$ cat config.mk
export PLATFORM = sky130hd
export DESIGN_NAME = uart_rx
export DESIGN_NICKNAME = d
export VERILOG_FILES = /design/src/rtl/uart_rx_pkg.sv /design/src/rtl/uart_rx_sync_2ff.sv /design/src/rtl/uart_rx.sv
export SDC_FILE = /design/constraint.sdc
export NUM_CORES = 1
export LEC_CHECK = 0
export ABC_AREA = 1
export CAP_MARGIN = 20
export CORE_MARGIN = 1
export CORE_UTILIZATION = 30
export DETAILED_ROUTE_END_ITERATION = 12
export HOLD_SLACK_MARGIN = 0.15
export PLACE_DENSITY = 0.6
export REMOVE_ABC_BUFFERS = 1
export SYNTH_ARGS = -nofsm -noshare
export SYNTH_HDL_FRONTEND = slang
export SYNTH_HIERARCHICAL = 1
export SYNTH_SLANG_ARGS = --single-unit
$ cat constraint.sdc
create_clock -name clk -period 1.5 [get_ports clk]
set_input_delay 0.3 -clock clk [delete_from_list [all_inputs] [get_ports clk]]
set_output_delay 0.3 -clock clk [all_outputs]
set_load 0.01 [all_outputs]
$ cat src/rtl/uart_rx_pkg.sv
// Shared types and helpers for the UART receive path.
// FSM state encoding and bit-period arithmetic used by uart_rx.
package uart_rx_pkg;

  typedef enum logic [2:0] {
    RX_IDLE  = 3'd0,
    RX_START = 3'd1,
    RX_DATA  = 3'd2,
    RX_STOP  = 3'd3,
    RX_BREAK = 3'd4
  } rx_state_t;

  function automatic int calc_cycles_per_bit(input int clk_freq, input int baud_rate);
    return clk_freq / baud_rate;
  endfunction

endpackage

$ cat src/rtl/uart_rx_sync_2ff.sv
// Two-flop synchronizer for asynchronous single-bit inputs.
// The reset value is a parameter so idle-high and idle-low lines both come up quiet.
module sync_2ff #(
  parameter logic reset_value = 1'b1
) (
  input  logic clk,
  input  logic rst,
  input  logic d,
  output logic q
);

  logic meta_r;

  // Two capture stages; q is the second, metastability-settled stage.
  always_ff @(posedge clk or posedge rst) begin
    if (rst) begin
      meta_r <= reset_value;
      q      <= reset_value;
    end else begin
      meta_r <= d;
      q      <= meta_r;
    end
  end

endmodule

$ cat src/rtl/uart_rx.sv
// 8N1 UART receiver that pushes each good byte into the downstream fifo write port.
// Frame errors and fifo overruns are held in sticky flags until err_clear.
module uart_rx
  import uart_rx_pkg::*;
#(
  parameter int clk_freq   = 50_000_000,
  parameter int baud_rate  = 115_200,
  parameter int data_width = 8
) (
  input  logic                  clk,
  input  logic                  rst,
  input  logic                  serial_in,
  input  logic                  fifo_full,
  output logic                  fifo_wr_en,
  output logic [data_width-1:0] fifo_din,
  input  logic                  err_clear,
  output logic                  frame_error,
  output logic                  overrun
);

  localparam int cycles_per_bit = calc_cycles_per_bit(clk_freq, baud_rate);
  localparam int cnt_width      = $clog2(cycles_per_bit) + 1;
  localparam int idx_width      = (data_width > 1) ? $clog2(data_width) : 1;

  localparam logic [cnt_width-1:0] cnt_zero  = {cnt_width{1'b0}};
  localparam logic [cnt_width-1:0] cnt_one   = cnt_width'(1);
  localparam logic [cnt_width-1:0] half_last = cnt_width'(cycles_per_bit / 2 - 1);
  localparam logic [cnt_width-1:0] bit_last  = cnt_width'(cycles_per_bit - 1);
  localparam logic [idx_width-1:0] idx_zero  = {idx_width{1'b0}};
  localparam logic [idx_width-1:0] idx_one   = idx_width'(1);
  localparam logic [idx_width-1:0] idx_last  = idx_width'(data_width - 1);

  logic                  rx_s;
  rx_state_t             state_r, state_nx_s;
  logic [cnt_width-1:0]  cnt_r, cnt_run_s, cnt_nx_s;
  logic [idx_width-1:0]  idx_r, idx_nx_s;
  logic [data_width-1:0] shift_r, shift_nx_s;
  logic [data_width-1:0] din_nx_s;
  logic                  wr_en_nx_s, fe_nx_s, ov_nx_s;

  sync_2ff #(.reset_value(1'b1)) u_rx_sync (
    .clk (clk),
    .rst (rst),
    .d   (serial_in),
    .q   (rx_s)
  );

  // Registers every piece of receiver state, including the outputs.
  always_ff @(posedge clk or posedge rst) begin
    if (rst) begin
      state_r     <= RX_IDLE;
      cnt_r       <= cnt_zero;
      idx_r       <= idx_zero;
      shift_r     <= {data_width{1'b0}};
      fifo_wr_en  <= 1'b0;
      fifo_din    <= {data_width{1'b0}};
      frame_error <= 1'b0;
      overrun     <= 1'b0;
    end else begin
      state_r     <= state_nx_s;
      cnt_r       <= cnt_nx_s;
      idx_r       <= idx_nx_s;
      shift_r     <= shift_nx_s;
      fifo_wr_en  <= wr_en_nx_s;
      fifo_din    <= din_nx_s;
      frame_error <= fe_nx_s;
      overrun     <= ov_nx_s;
    end
  end

  // Next-state, counters, shift register and output next values.
  always_comb begin
    state_nx_s = state_r;
    cnt_run_s  = cnt_r + cnt_one;
    idx_nx_s   = idx_r;
    shift_nx_s = shift_r;
    wr_en_nx_s = 1'b0;
    din_nx_s   = fifo_din;
    // Clear first so a same-cycle set below wins.
    if (err_clear) begin
      fe_nx_s = 1'b0;
      ov_nx_s = 1'b0;
    end else begin
      fe_nx_s = frame_error;
      ov_nx_s = overrun;
    end

    case (state_r)
      RX_IDLE: begin
        idx_nx_s = idx_zero;
        if (!rx_s) begin
          state_nx_s = RX_START;
        end else begin
          state_nx_s = RX_IDLE;
        end
      end
      RX_START: begin
        if (cnt_r == half_last) begin
          if (!rx_s) begin
            state_nx_s = RX_DATA;
          end else begin
            state_nx_s = RX_IDLE;
          end
        end else begin
          state_nx_s = RX_START;
        end
      end
      RX_DATA: begin
        if (cnt_r == bit_last) begin
          cnt_run_s  = cnt_zero;
          shift_nx_s = {rx_s, shift_r[data_width-1:1]};
          if (idx_r == idx_last) begin
            idx_nx_s   = idx_zero;
            state_nx_s = RX_STOP;
          end else begin
            idx_nx_s   = idx_r + idx_one;
          end
        end else begin
          state_nx_s = RX_DATA;
        end
      end
      RX_STOP: begin
        if (cnt_r == bit_last) begin
          if (rx_s) begin
            if (fifo_full) begin
              ov_nx_s = 1'b1;
            end else begin
              wr_en_nx_s = 1'b1;
              din_nx_s   = shift_r;
            end
            state_nx_s = RX_IDLE;
          end else begin
            fe_nx_s    = 1'b1;
            state_nx_s = RX_BREAK;
          end
        end else begin
          state_nx_s = RX_STOP;
        end
      end
      RX_BREAK: begin
        if (rx_s) begin
          state_nx_s = RX_IDLE;
        end else begin
          state_nx_s = RX_BREAK;
        end
      end
      default: begin
        state_nx_s = RX_IDLE;
      end
    endcase

    if (state_nx_s != state_r) begin
      cnt_nx_s = cnt_zero;
    end else begin
      cnt_nx_s = cnt_run_s;
    end
  end

endmodule
==> results of run 1 <==
-- power groups by stage --
| stage | sequential, W | clock (W) | combinational, W |
|---|---|---|---|
| after floorplan | 0.00102 | 0 | 0.0000187 |
| after global placement | 0.00102 | 0 | 0.0000471 |
| after detailed placement | 0.00102 | 0 | 0.0000470 |
| after CTS | 0.00100 | 0.000761 | 0.0000472 |
| after global routing | 0.00100 | 0.000797 | 0.0000517 |
| final | 0.00100 | 0.000727 | 0.0000450 |
-- synthesized netlist by cell type --
cell,number,share of area
nand2_1,48,0.10
dfrtp_1,35,0.49
inv_1,24,0.050
nor2_1,14,0.029
o21ai_0,14,0.039
nor3_1,11,0.031
nand3_1,9,0.025
o21ai_2,8,0.039
nand4_1,6,0.021
ha_1,5,0.035
xor2_1,3,0.015
buf_2,2,0.0056
dfstp_2,2,0.029
nor2_2,2,0.0070
o211ai_1,2,0.0083
a21oi_1,1,0.0028
a31o_2,1,0.0049
a31oi_4,1,0.012
buf_6,1,0.0063
clkbuf_1,1,0.0021
inv_2,1,0.0021
nand2_2,1,0.0035
nand3_2,1,0.0056
nand4_2,1,0.0070
nor2_4,1,0.0063
nor3_4,1,0.0090
nor4_2,1,0.0070
o21ai_1,1,0.0028
or2_2,1,0.0035
or3b_1,1,0.0049
-- kinds of logic (layout without fill, tap and decap cells) --
logic type	after synthesis	after routing	synth area share
xor+xnor	3	3	0.01462
flops	37	37	0.5164
buf+inv	29	77	0.06611
simple gates	98	98	0.2596
fa+ha+maj	5	5	0.03479
compound gates	28	28	0.1086
-- worst paths after layout --
path / slack (ps) / end / start / cells after the start
max: -90 / cnt_r[4] / cnt_r[1] / 9
min: 360 / u_rx_sync/q / rst / 2
max reg2reg: -90 / cnt_r[4] / cnt_r[1] / 9
min reg2reg: 360 / u_rx_sync/q / u_rx_sync/meta_r / 0
max in group asynchronous: 930 / cnt_r[2] / rst / 3
min in group clk: 360 / u_rx_sync/q / u_rx_sync/meta_r / 0
-- metrics by stage --
step                cells  setup TNS (ps)  setup WS, ps
floorplan             196           -1797        -122.9
global placement      309           -3558        -186.4
detailed placement    309           -4671        -212.9
CTS                   320           -1444        -88.10
global route          320           -4861        -225.8
finish                320          -952.4        -85.60
-- sequential cells by signal, summed over array words and instances (netlist names) --
name,cells
cnt_r,10
fifo_din,8
fifo_wr_en,1
frame_error,1
idx_r,3
overrun,1
shift_r,8
state_r,3
u_rx_sync/meta_r,1
u_rx_sync/q,1
-- per-layer routing --
layer,up-vias,track usage
li1,752,-
met1,689,0.1669
met2,32,0.2379
met3,3,0.03771
met4,0,0.04364
met5,-,0
-- layout make-up --
class | instances | area, um^2 | share of cell area
inverters | 25 | 93.84 | 0.03825
multi-input cells | 134 | 798.3 | 0.3253
flip-flops and latches | 37 | 928.4 | 0.3784
clock buffers | 7 | 86.33 | 0.03519
repair buffers | 44 | 449.2 | 0.1831
clock inverters | 1 | 7.507 | 0.003060
well taps | 72 | 90.09 | 0.03672
-- what timing repair did --
| item | 4_1_cts | 5_1_grt |
|---|---|---|
| setup buffers | 2 | 0 |
| pin swaps | 0 | 3 |
| gates cloned | 1 | 0 |
| resized for setup | 17 | 14 |
| setup endpoints to repair | 32 | 38 |
==> flow_metrics.py, run 1 <==
metrics = {
    "grt": {
        "gr-usage-all-layers": 0.1382,
        "antenna_found_initial": 0,
        "grt_max_degree": 36,
        "grt_pass1_vias": 1485,
        "overflow": 0,
        "grt_pass1_wl_um": 6568,
    },
    "floorplan": {
        "fp.dieW_um": 79.42,
        "start_util": 0.3187,
        "die_h_um": 79.42,
        "core_area_um2": 5642,
        "die_area_um2": 6307,
        "row_count": 27,
        "io_pins": 16,
    },
    "final_layout": {
        "final_cell_area_um2": 2454,
        "area_delta_synth_final_pct": 36.46,
        "final_net_count": 257,
        "num_antenna_cells": 0,
        "nFillCells": 532,
        "drive_gt1_frac": 0.2742,
        "final_common_cell": "nand2_1",
        "final_util": 0.4349,
        "layout_common_cells": "nand2_1, dfrtp_1, inv_1, buf_4",
    },
    "sta": {
        "slew_violations": 0,
        "final_hold_viol_count": 0,
        "timing.final.ws_setup_ps": -85.60,
        "worst_pin_slew_ps": 303.1,
        "rsz0062_at_grt": "true",
        "relSlewSlack": 0.7964,
        "min_period_ps": 1586,
        "whs_ps": 355.5,
        "period_share": 1.057,
        "setup_violations": 21,
        "clock.fmax_mhz": 630.7,
        "finalClockSkew_ps": 8.447,
    },
    "power": {
        "p_per_area_nw_per_um2": 723.5,
        "peakVddDrop_uv": 366.4,
        "pwr-share-clk": 0.410,
        "fin_total_pwr_w": 0.001775,
        "internal_power_w": 0.001393,
        "p_sw_frac": 0.2156,
        "power.switching_w": 0.0003827,
        "combPwrFrac": 0.025,
        "pwr-share-seq": 0.565,
        "leakage_nw": 1.269,
    },
    "placement": {
        "place_area_um2": 2233,
        "routabilityCongestion": 0.8497,
        "io_buffers": 15,
        "dp_hpwl_um": 2599,
    },
    "clock_tree": {
        "numCtsBuffers": 5,
        "root_buffer": "clkbuf_8",
        "cts.clk_slew.worst_paths_ps": 70,
        "cts-htree-levels": 2,
        "cts_tree": "done",
        "cts_num_sinks": 37,
        "clk_latency_ps": 290,
        "holdBufCountCts": 0,
        "cts.path.max_buffers": 2,
    },
    "worst_setup_path": {
        "end_kind": "register",
        "path_delay_family": "simple AND/OR/NAND/NOR gates",
        "startpoint_type": "register",
        "cp_cell_sequence": "inv_2 -> ha_2 -> nand2_2 -> nor2_4 -> buf_6 -> nand3_4 -> buf_4 -> o211ai_1 -> nor3_1",
        "cp.arrival_ps": 1760,
        "required_ps": 1670,
        "path_class": "reg -> reg",
        "slowest_delay_ps": 390,
        "cp_max_fo": 6,
        "cp_num_buf_inv": 3,
        "slowest_stage": "dfrtp_1",
    },
    "detailed_routing": {
        "wl_met1_um": 1718,
        "dr.first_iter.drc_count": 136,
        "drt_wl_total_um": 3741,
        "dr_wl_met2_um": 1809,
        "ant_nets": 0,
        "top_layer_used": "met4",
        "drc": 0,
        "wl_per_cell_um": 11.69,
        "num_vias": 1476,
        "first_pass_iters": 4,
        "drt-vias-per-instance": 4.613,
        "met3_length_um": 169,
    },
    "outcome": {
        "violations": "setup timing",
        "status": "complete, but fails checks",
    },
    "synthesis": {
        "ys_types": 30,
        "ys_warn_count": 6,
        "syn-mean-instance-area_um2": 8.990,
        "synth_seq_area_share": 0.5164,
        "synth.cell_area_um2": 1798,
        "yosys_register_bits": 37,
        "syn_inst": 200,
    },
    "flow_run": {
        "drv_cap": 0,
    },
    "min_path": {
        "hold_path_class": "in -> async",
    },
}
Note: power is estimated with default switching activity, not from simulation.
==> run 2, diff against run 1 <==
--- a/config.mk
+++ b/config.mk
@@ -8,11 +8,12 @@
 export ABC_AREA = 1
 export CAP_MARGIN = 20
 export CORE_MARGIN = 1
-export CORE_UTILIZATION = 30
+export CORE_UTILIZATION = 35
 export DETAILED_ROUTE_END_ITERATION = 12
 export HOLD_SLACK_MARGIN = 0.15
-export PLACE_DENSITY = 0.6
+export PLACE_DENSITY = 0.66
 export REMOVE_ABC_BUFFERS = 1
+export SLEW_MARGIN = 20
 export SYNTH_ARGS = -nofsm -noshare
 export SYNTH_HDL_FRONTEND = slang
 export SYNTH_HIERARCHICAL = 1
==> run 2 against run 1 <==
The run still ends with setup timing left. Die area shrank 14%. Routed wire length rose by 8.8%. Final area up 4.3%. First-iteration DRC count fell by 15%. Combinational power is essentially flat. Global-route usage grew 2.0 points. Clock skew fell by 1.5 ps. Critical path type unchanged.
==> flow_metrics.py, run 2 (synthesis gave the netlist of run 1 again) <==
metrics = {
    "sta": {
        "worst_pin_slew_ps": 328.5,
        "period_share": 1.097,
        "setup_violations": 23,
        "slew_violations": 0,
        "finalClockSkew_ps": 6.914,
        "timing.final.ws_setup_ps": -146.0,
        "rsz0062_at_grt": "true",
        "clock.fmax_mhz": 607.5,
        "relSlewSlack": 0.7800,
        "final_hold_viol_count": 0,
        "min_period_ps": 1646,
    },
    "floorplan": {
        "io_pins": 16,
        "row_count": 25,
        "fp.dieW_um": 73.68,
        "die_h_um": 73.68,
        "start_util": 0.3732,
        "die_area_um2": 5428,
        "core_area_um2": 4817,
    },
    "power": {
        "leakage_nw": 1.311,
        "pwr-share-seq": 0.563,
        "pwr-share-clk": 0.411,
        "internal_power_w": 0.001391,
        "power.switching_w": 0.0003895,
        "combPwrFrac": 0.025,
        "peakVddDrop_uv": 356.9,
        "p_sw_frac": 0.2187,
        "p_per_area_nw_per_um2": 696.0,
    },
    "detailed_routing": {
        "drc": 0,
        "wl_met1_um": 1769,
        "wl_per_cell_um": 12.72,
        "met3_length_um": 191,
        "top_layer_used": "met4",
        "num_vias": 1527,
        "dr.first_iter.drc_count": 115,
        "ant_nets": 0,
        "drt_wl_total_um": 4069,
        "first_pass_iters": 4,
        "dr_wl_met2_um": 2060,
        "drt-vias-per-instance": 4.772,
    },
    "placement": {
        "io_buffers": 15,
        "routabilityCongestion": 0.8658,
        "pre_cts_slack_ps": -232.4,
        "dp_hpwl_um": 2566,
        "place_area_um2": 2207,
    },
    "grt": {
        "gr-usage-all-layers": 0.1581,
        "grt_max_degree": 36,
        "antenna_found_initial": 0,
        "overflow": 0,
        "grt_pass1_vias": 1477,
        "grt_pass1_wl_um": 6410,
    },
    "clock_tree": {
        "root_buffer": "clkbuf_8",
        "cts_num_sinks": 37,
        "cts-htree-levels": 2,
        "holdBufCountCts": 0,
        "cts_tree": "done",
        "clk_latency_ps": 290,
        "cts.clk_slew.worst_paths_ps": 70,
        "numCtsBuffers": 5,
        "cts.path.max_buffers": 2,
    },
    "worst_setup_path": {
        "crit_top_cell": "nand2_2",
        "cp_cell_sequence": "buf_4 -> ha_4 -> nand2_2 -> nor2_4 -> nand4_1 -> nand2_1 -> nor2_2 -> nand2_2 -> nor3_2",
        "end_kind": "register",
        "path_class": "reg -> reg",
        "cp_max_fo": 5,
        "required_ps": 1710,
        "cp.arrival_ps": 1860,
        "startpoint_type": "register",
        "slowest_stage": "dfrtp_1",
        "slowest_delay_ps": 400,
        "cp_num_buf_inv": 1,
        "path_delay_family": "simple AND/OR/NAND/NOR gates",
    },
    "final_layout": {
        "final_net_count": 262,
        "drive_gt1_frac": 0.3320,
        "final_common_cell": "nand2_1",
        "area_delta_synth_final_pct": 42.31,
        "top_regs": "cnt_r x10, fifo_din x8, shift_r x8",
        "top_register": "cnt_r",
        "final_cell_area_um2": 2559,
        "layout_common_cells": "nand2_1, dfrtp_1, buf_4, inv_1, nor2_1",
        "num_antenna_cells": 0,
        "largest_register_ffs": 10,
    },
    "min_path": {
        "hold_path_class": "reg -> reg",
    },
    "flow_run": {
        "drv_cap": 0,
    },
    "outcome": {
        "violations": "setup timing",
        "status": "complete, but fails checks",
    },
}
==> run 2: through the flow <==
stage	instances	hold WS (ps)	TNS, ps	util	power [W]
floorplan	196	211.5	-1797	-	0.001042
global placement	303	345.8	-2436	0.4582	0.001068
detailed placement	303	350.7	-4876	0.4582	0.001069
CTS	313	361.8	-1094	0.5000	0.001806
global route	320	365.4	-4768	0.5312	0.001855
finish	320	359.8	-1990	0.5312	0.001781
==> run 2: cell type report <==
cell class | count | area [um^2]
fill | 444 | 2258
sequential | 37 | 928.4
multi-input combinational | 135 | 869.6
timing repair buffer | 48 | 486.7
inverter | 25 | 93.84
tap | 67 | 83.83
clock buffer | 6 | 82.58
clock inverter | 2 | 13.76
==> run 2: worst register-to-register path, cell delays in order (launching register included) <==
cell and delay [ps]:
dfrtp_1 400, buf_4 150, ha_4 160, nand2_2 80, nor2_4 50, nand4_1 130, nand2_1 80, nor2_2 150
nand2_2 170, nor3_2 200
==> run 2: per-layer routing <==
| metal | GRT usage | up-vias |
|---|---|---|
| met2 | 0.2518 | 30 |
| met3 | 0.05624 | 6 |
| li1 | - | 755 |
| met4 | 0.06838 | 0 |
| met5 | 0 | - |
| met1 | 0.1927 | 736 |
==> run 2: timing repair <==
item	in CTS	in global routing
hold endpoints to repair	0	0
setup buffers	1	6
resized for setup	19	33
setup endpoints to repair	32	38
pin swaps	2	15
gates cloned	1	1
==> run 2: path summary, 6_finish.rpt <==
check / slack, ps / start / cells past startpoint / end
max: -150 / cnt_r[0] / 9 / cnt_r[4]
max reg2reg: -150 / cnt_r[0] / 9 / cnt_r[4]
max in group asynchronous: 920 / rst / 3 / cnt_r[2]
min in group asynchronous: 370 / rst / 2 / u_rx_sync/q
min: 360 / u_rx_sync/meta_r / 0 / u_rx_sync/q
min reg2reg: 360 / u_rx_sync/meta_r / 0 / u_rx_sync/q
==> run 2: power groups by stage <==
stage	clock, W	combinational (W)	sequential (W)
after floorplan	0	0.0000187	0.00102
after global placement	0	0.0000458	0.00102
after detailed placement	0	0.0000462	0.00102
after CTS	0.000757	0.0000466	0.00100
after global routing	0.000801	0.0000510	0.00100
final	0.000732	0.0000453	0.00100
